File: src/rtl/ultra_pkg.sv
// Shared types and constants for the ultrasonic ping scheduler.
package ultra_pkg;

  localparam int unsigned RESULT_W = 16;

  typedef enum logic [2:0] {
    ST_IDLE      = 3'd0,
    ST_TRIG      = 3'd1,
    ST_WAIT_RISE = 3'd2,
    ST_MEASURE   = 3'd3,
    ST_HOLDOFF   = 3'd4
  } ping_state_t;

endpackage

File: src/rtl/us_tick_gen.sv
// Microsecond tick prescaler; restart realigns the tick phase to a state entry.
module us_tick_gen #(
  parameter int unsigned DIV = 50
) (
  input  logic clk,
  input  logic reset,
  input  logic restart,
  output logic tick_c
);

  localparam int unsigned CNT_W = (DIV > 1) ? $clog2(DIV) : 1;

  logic [CNT_W-1:0] cnt;

  assign tick_c = (cnt == CNT_W'(DIV - 1));

  always_ff @(posedge clk) begin
    if (reset || restart) begin
      cnt <= '0;
    end else if (tick_c) begin
      cnt <= '0;
    end else begin
      cnt <= cnt + 1'b1;
    end
  end

endmodule

File: src/rtl/ultra_ping_scheduler.sv
// Round-robin ultrasonic ranging scheduler: trigger, echo-width measurement, holdoff.
module ultra_ping_scheduler
  import ultra_pkg::*;
#(
  parameter int unsigned N_SENSORS       = 4,
  parameter int unsigned CLK_HZ          = 50_000_000,
  parameter int unsigned TRIG_US         = 10,
  parameter int unsigned ECHO_TIMEOUT_US = 30000,
  parameter int unsigned HOLDOFF_US      = 60000
) (
  input  logic                 clk,
  input  logic                 reset,
  input  logic [N_SENSORS-1:0] enable_mask,
  input  logic [N_SENSORS-1:0] echo,
  output logic [N_SENSORS-1:0] trigger,
  input  logic [1:0]           rd_sel,
  output logic [RESULT_W-1:0]  rd_data,
  output logic [1:0]           rd_status,
  output logic                 done,
  output logic                 busy
);

  localparam int unsigned US_DIV = CLK_HZ / 1_000_000;
  localparam int unsigned IDX_W  = (N_SENSORS > 1) ? $clog2(N_SENSORS) : 1;

  localparam logic [RESULT_W-1:0] TRIG_LAST = RESULT_W'(TRIG_US - 1);
  localparam logic [RESULT_W-1:0] TMO_LAST  = RESULT_W'(ECHO_TIMEOUT_US - 1);
  localparam logic [RESULT_W-1:0] HOLD_LAST = RESULT_W'(HOLDOFF_US - 1);

  ping_state_t state, state_next;

  logic [IDX_W-1:0]    cur, last_idx, rr_pick, sel_idx;
  logic                rr_found;
  logic [RESULT_W-1:0] us_cnt;
  logic [N_SENSORS-1:0] echo_meta, echo_sync, echo_prev;
  logic [N_SENSORS-1:0] trig_vec;
  logic                tick, restart;
  logic                echo_rise, echo_fall;
  logic                rec_en, rec_to;
  logic [RESULT_W-1:0] rec_val;

  logic [RESULT_W-1:0]  result [N_SENSORS];
  logic [N_SENSORS-1:0] valid, tmo;

  assign restart   = (state_next != state);
  assign echo_rise = echo_sync[cur] & ~echo_prev[cur];
  assign echo_fall = ~echo_sync[cur] & echo_prev[cur];

  us_tick_gen #(
    .DIV (US_DIV)
  ) u_tick (
    .clk     (clk),
    .reset   (reset),
    .restart (restart),
    .tick_c  (tick)
  );

  // First enabled sensor strictly after the last one served, wrapping.
  always_comb begin
    int s;
    rr_found = 1'b0;
    rr_pick  = last_idx;
    for (int k = 1; k <= int'(N_SENSORS); k++) begin
      s = int'(last_idx) + k;
      if (s >= int'(N_SENSORS)) s = s - int'(N_SENSORS);
      if (!rr_found && enable_mask[IDX_W'(s)]) begin
        rr_found = 1'b1;
        rr_pick  = IDX_W'(s);
      end
    end
  end

  always_comb begin
    sel_idx           = (state == ST_IDLE) ? rr_pick : cur;
    trig_vec          = '0;
    trig_vec[sel_idx] = 1'b1;
  end

  always_ff @(posedge clk) begin
    if (reset) state <= ST_IDLE;
    else       state <= state_next;
  end

  always_comb begin
    state_next = state;
    rec_en     = 1'b0;
    rec_to     = 1'b0;
    rec_val    = '0;
    case (state)
      ST_IDLE: begin
        if (rr_found) state_next = ST_TRIG;
      end
      ST_TRIG: begin
        if (tick && us_cnt == TRIG_LAST) state_next = ST_WAIT_RISE;
      end
      ST_WAIT_RISE: begin
        if (echo_rise) begin
          state_next = ST_MEASURE;
        end else if (tick && us_cnt == TMO_LAST) begin
          state_next = ST_HOLDOFF;
          rec_en     = 1'b1;
          rec_to     = 1'b1;
          rec_val    = '1;
        end
      end
      ST_MEASURE: begin
        if (echo_fall) begin
          state_next = ST_HOLDOFF;
          rec_en     = 1'b1;
          rec_val    = us_cnt;
        end else if (tick && us_cnt == TMO_LAST) begin
          state_next = ST_HOLDOFF;
          rec_en     = 1'b1;
          rec_to     = 1'b1;
          rec_val    = '1;
        end
      end
      ST_HOLDOFF: begin
        if (tick && us_cnt == HOLD_LAST) state_next = ST_IDLE;
      end
      default: state_next = ST_IDLE;
    endcase
  end

  // Datapath: synchronizers, us timer / width counter, selection and result file.
  always_ff @(posedge clk) begin
    if (reset) begin
      echo_meta <= '0;
      echo_sync <= '0;
      echo_prev <= '0;
      us_cnt    <= '0;
      cur       <= '0;
      last_idx  <= IDX_W'(N_SENSORS - 1);
      trigger   <= '0;
      done      <= 1'b0;
      busy      <= 1'b0;
      valid     <= '0;
      tmo       <= '0;
      for (int i = 0; i < int'(N_SENSORS); i++) result[i] <= '0;
    end else begin
      echo_meta <= echo;
      echo_sync <= echo_meta;
      echo_prev <= echo_sync;

      if (restart)                  us_cnt <= '0;
      else if (tick && us_cnt != '1) us_cnt <= us_cnt + 1'b1;

      if (state == ST_IDLE && rr_found) begin
        cur      <= rr_pick;
        last_idx <= rr_pick;
      end

      trigger <= (state_next == ST_TRIG) ? trig_vec : '0;
      done    <= rec_en;
      busy    <= (state_next != ST_IDLE);

      if (rec_en) begin
        result[cur] <= rec_val;
        valid[cur]  <= 1'b1;
        tmo[cur]    <= rec_to;
      end
    end
  end

  always_comb begin
    rd_data   = '0;
    rd_status = '0;
    for (int i = 0; i < int'(N_SENSORS); i++) begin
      if (i < 4 && rd_sel == 2'(i)) begin
        rd_data   = result[i];
        rd_status = {tmo[i], valid[i]};
      end
    end
  end

endmodule

File: config.mk
export PLATFORM = sky130hd
export DESIGN_NAME = ultra_ping_scheduler
export DESIGN_NICKNAME = d
export VERILOG_FILES = /design/src/rtl/ultra_pkg.sv /design/src/rtl/us_tick_gen.sv /design/src/rtl/ultra_ping_scheduler.sv
export SDC_FILE = /design/constraint.sdc
export NUM_CORES = 1
export LEC_CHECK = 0
export BUFFER_PORTS_ARGS = -buffer_cell sky130_fd_sc_hd__buf_2
export CAP_MARGIN = 20
export CORE_MARGIN = 2
export CORE_UTILIZATION = 60
export CTS_CLUSTER_SIZE = 30
export DETAILED_ROUTE_END_ITERATION = 16
export PLACE_DENSITY = 0.9
export SYNTH_ARGS = -nofsm -noshare
export SYNTH_HDL_FRONTEND = slang
export SYNTH_HIERARCHICAL = 1
export SYNTH_SLANG_ARGS = --single-unit
export TNS_END_PERCENT = 10
File: constraint.sdc
create_clock -name clk -period 3.6 [get_ports clk]
set_clock_uncertainty 0.1 [all_clocks]
set_input_delay 0.36 -clock clk [delete_from_list [all_inputs] [get_ports clk]]
set_output_delay 0.36 -clock clk [all_outputs]
set_load 0.05 [all_outputs]
==> run summary <==
==================================================================================================
Run status ..........................................................................    completed
Max Cap Viol ........................................................................            0
Cell row count ......................................................................           34
Die width ...........................................................................     99.10 um
Post-synthesis area per instance ....................................................    11.21 um2
Arrival time of data at the critical path endpoint ..................................      3.38 ns
Placed Cells ........................................................................          603
Post-route insts no fill ............................................................          639
Hold violation count in the final report ............................................            0
Via count of the routed design ......................................................         3945
Clock transition time at the flip-flop clock pins of the worst setup and hold paths .      0.06 ns
Slew @ Worst Pin ....................................................................    0.8339 ns
Total DRC errors in the routed layout ...............................................            0
Cells resized by post-CTS repair ....................................................            0
Combinational family with the most area after synthesis ............................. simple AND/OR/NAND/NOR gates
Largest net degree at the start of global routing ...................................           50
Final total negative setup slack ....................................................         0 ns
RD Place Congestion .................................................................       0.9294
Fraction of the mapped netlist area in compound gates ...............................       5.995%
Wire length of the first global-routing pass ........................................     18.69 mm
Most used flip-flop cell after synthesis ............................................     edfxtp_1
Number of detailed-routing iterations run before antenna repair .....................            6
Share of synthesized cell area in full adder, half adder and majority cells .........      0.9223%
Data required, critical path ........................................................      3.70 ns
Basic-gate share of the synthesized area counting and, or, nand and nor cells .......       22.48%
I/O Pins ............................................................................           36
Crit. End Element ...................................................................    flip-flop
Via density per instance ............................................................        6.174
Static leakage ......................................................................     2.471 nW
Post-DP Area ........................................................................ 0.005628 mm2
WHS .................................................................................    0.2540 ns
Number of antenna violations at the first check in global routing ...................            0
DRC violation total after the first TritonRoute iteration ...........................          419
Launching element type of the critical path .........................................    flip-flop
Highest fanout seen on the critical path ............................................           16
Starting utilization of the core area ...............................................       61.92%
Num CTS Buffers .....................................................................           17
Yosys reg bits ......................................................................          119
Maximum resistive drop on vdd .......................................................    0.3401 mV
Slew margin rel. ....................................................................       44.41%
Post-synth EDFFs ....................................................................           64
Clock latency of the later-clocked register in the worst-skew pair ..................      0.53 ns
Minimum clock period after layout ...................................................     3.272 ns
Via count of the first global-routing pass ..........................................         3877
Area growth from synthesis to layout ................................................       14.90%
Final setup violation count .........................................................            0
Fraction of final layout cells with drive strength greater than 1 ...................       21.66%
Multiplexer fraction of the synthesized cell area ...................................       8.969%
Remaining antenna violation count ...................................................            0
Post-Synthesis Cells ................................................................          484
Async SR Flop Fraction ..............................................................           0%
Avg WL per Cell .....................................................................     17.85 um
Post-synthesis cell area ............................................................ 0.005426 mm2
Critical setup path kind ............................................................   reg -> reg
Post-synth net total ................................................................          500
CTS tree ............................................................................          yes
Number of buffers on the longest clock path .........................................            2
H-Tree Level Count ..................................................................            4
Area of the core .................................................................... 0.008763 mm2
Synth unique cells ..................................................................           64
Antenna cells .......................................................................            0
Number of clock sinks seen by CTS ...................................................          119
Final worst path period share .......................................................       90.90%
Max frequency .......................................................................   0.3056 GHz
Fraction of synthesized cell area in xor and xnor cells .............................       2.260%
CTS Root Cell .......................................................................     clkbuf_8
Final wirelength ....................................................................     11.41 mm
Count of filler cells inserted in the layout ........................................          556
Post-synthesis sequential area ratio ................................................       55.71%
Setup slack on the worst flop-to-flop path ..........................................      0.33 ns
Post-layout nets ....................................................................          534
Die ar. ............................................................................. 0.009821 mm2
Power density over cell area ........................................................ 542.3 mW/mm2
HPWL after detailed placement .......................................................     7.129 mm
YS warnings .........................................................................            6
Final Max Tran Viols ................................................................            0
I/O Buffers .........................................................................           35
Residual overflow from global routing ...............................................            0
Total global routing track utilization ..............................................       24.55%
Post-route design area .............................................................. 0.006235 mm2
RSZ-0062 raised after global routing ................................................        false
Design Power ........................................................................     3.381 mW
Worst hold-check path type ..........................................................    in -> reg
Die Height ..........................................................................     99.10 um
==================================================================================================
logic make-up after synthesis:
logic type / after synthesis
XOR/XNOR: 14
AO/OA/AOI/OAI: 45
AND/OR/NAND/NOR: 236
buffers and inverters: 40
multiplexers: 26
flip-flops: 119
adder cells (fa/ha/maj): 4
synthesized netlist by cell type (5+ instances only):
cell type  instances  area (um2)
nor2b_1           13       81.33
nand3_1            8       40.04
nand4_1            7       43.79
a21oi_1           11       55.05
nor4_1             5       31.28
or3_1              5       31.28
mux4_2            18       405.4
edfxtp_1          64        1922
nand2b_1          13       81.33
nor2_2            10       62.56
nand2_1           22       82.58
clkbuf_1          22       82.58
mux2i_1            7       70.07
o21ai_0            6       30.03
inv_1              8       30.03
xnor2_1            6       52.55
nor2_1            95       356.6
nor3_1            23       115.1
xor2_1             8       70.07
dfxtp_1           55        1101
path summary, 6_finish.rpt:
kind,start,endpoint,cells past startpoint
min,enable_mask[2],cur[1]$_SDFFE_PP0P_,5
min reg2reg,echo_meta[3]$_SDFF_PP0_,echo_sync[3]$_SDFF_PP0_,1
max,u_tick/cnt[0]$_SDFF_PP0_,result[2][11]$_SDFFCE_PN0P_,10
max reg2reg,u_tick/cnt[0]$_SDFF_PP0_,result[2][11]$_SDFFCE_PN0P_,10
report_power, final:
| part | internal, mW | switching [mW] | total, mW |
|---|---|---|---|
| registers | 1.47 | 0.0313 | 1.50 |
| logic | 0.0864 | 0.180 | 0.266 |
| clock network | 0.988 | 0.624 | 1.61 |
area by class of cell:
type	instances	area, um2	area share (%)
repair buffers	47	275.3	4.415
inverters	8	30.03	0.4816
flip-flops and latches	119	3023	48.48
clock inverters	14	148.9	2.388
clock buffers	18	417.9	6.703
well taps	108	135.1	2.167
multi-input cells	325	2205	35.36
sequential cells by signal (all words and copies together), names as in the netlist:
signal	flops
busy	1
cur	2
done	1
echo_meta	4
echo_prev	4
echo_sync	4
last_idx	2
result	64
state	3
tmo	4
trigger	4
u_tick/cnt	6
us_cnt	16
valid	4
layout by cell type (no fill, tap or decap), types with 5 or more instances in the layout:
master,Yosys,layout
buf_2,3,35
inv_1,8,8
o21ai_0,6,6
nand3_1,8,8
or3_1,5,5
nand2_1,22,22
clkbuf_16,0,16
xor2_1,8,8
edfxtp_1,64,64
nor2_1,95,95
nor3_1,23,23
xnor2_1,6,6
nor2b_1,13,13
nand2b_1,13,13
mux2i_1,7,7
nand4_1,7,7
nor4_1,5,5
a21oi_1,11,11
nor2_2,10,10
mux4_2,18,18
buf_4,1,8
dfxtp_1,55,55
per-layer routing:
| metal | global-route usage [%] | share of wire (%) | vias up |
|---|---|---|---|
| met5 | 0 | 0 | - |
| met3 | 7.941 | 7.5 | 39 |
| li1 | - | - | 1815 |
| met1 | 30.52 | 39 | 1890 |
| met2 | 40.90 | 51 | 201 |
| met4 | 8.219 | 1.9 | 0 |
critical path, cell delays in order, from the launching register on:
cell and delay, ns:
dfxtp_1 0.40, ha_1 0.18, nand4b_1 0.11, nor2_1 0.35
nand2_1 0.10, nor2_1 0.34, o2bb2ai_1 0.17, o211ai_1 0.24
or3b_2 0.58, nand2b_1 0.11, buf_4 0.27
stage by stage:
stage | setup WS, ns | util, %
2_1_floorplan | 0.6158 | -
3_3_place_gp | 0.5411 | 64.22
3_5_place_dp | 0.4612 | 64.22
4_1_cts | 0.4094 | 71.15
5_1_grt | 0.1564 | 71.15
6_report | 0.3276 | 71.15
what timing repair did:
item | in CTS | in global routing
hold endpoints to repair | 4 | 0
setup buffers | 0 | 0
hold buffers | 4 | 0
No activity file was read; power rests on OpenSTA's default activity.
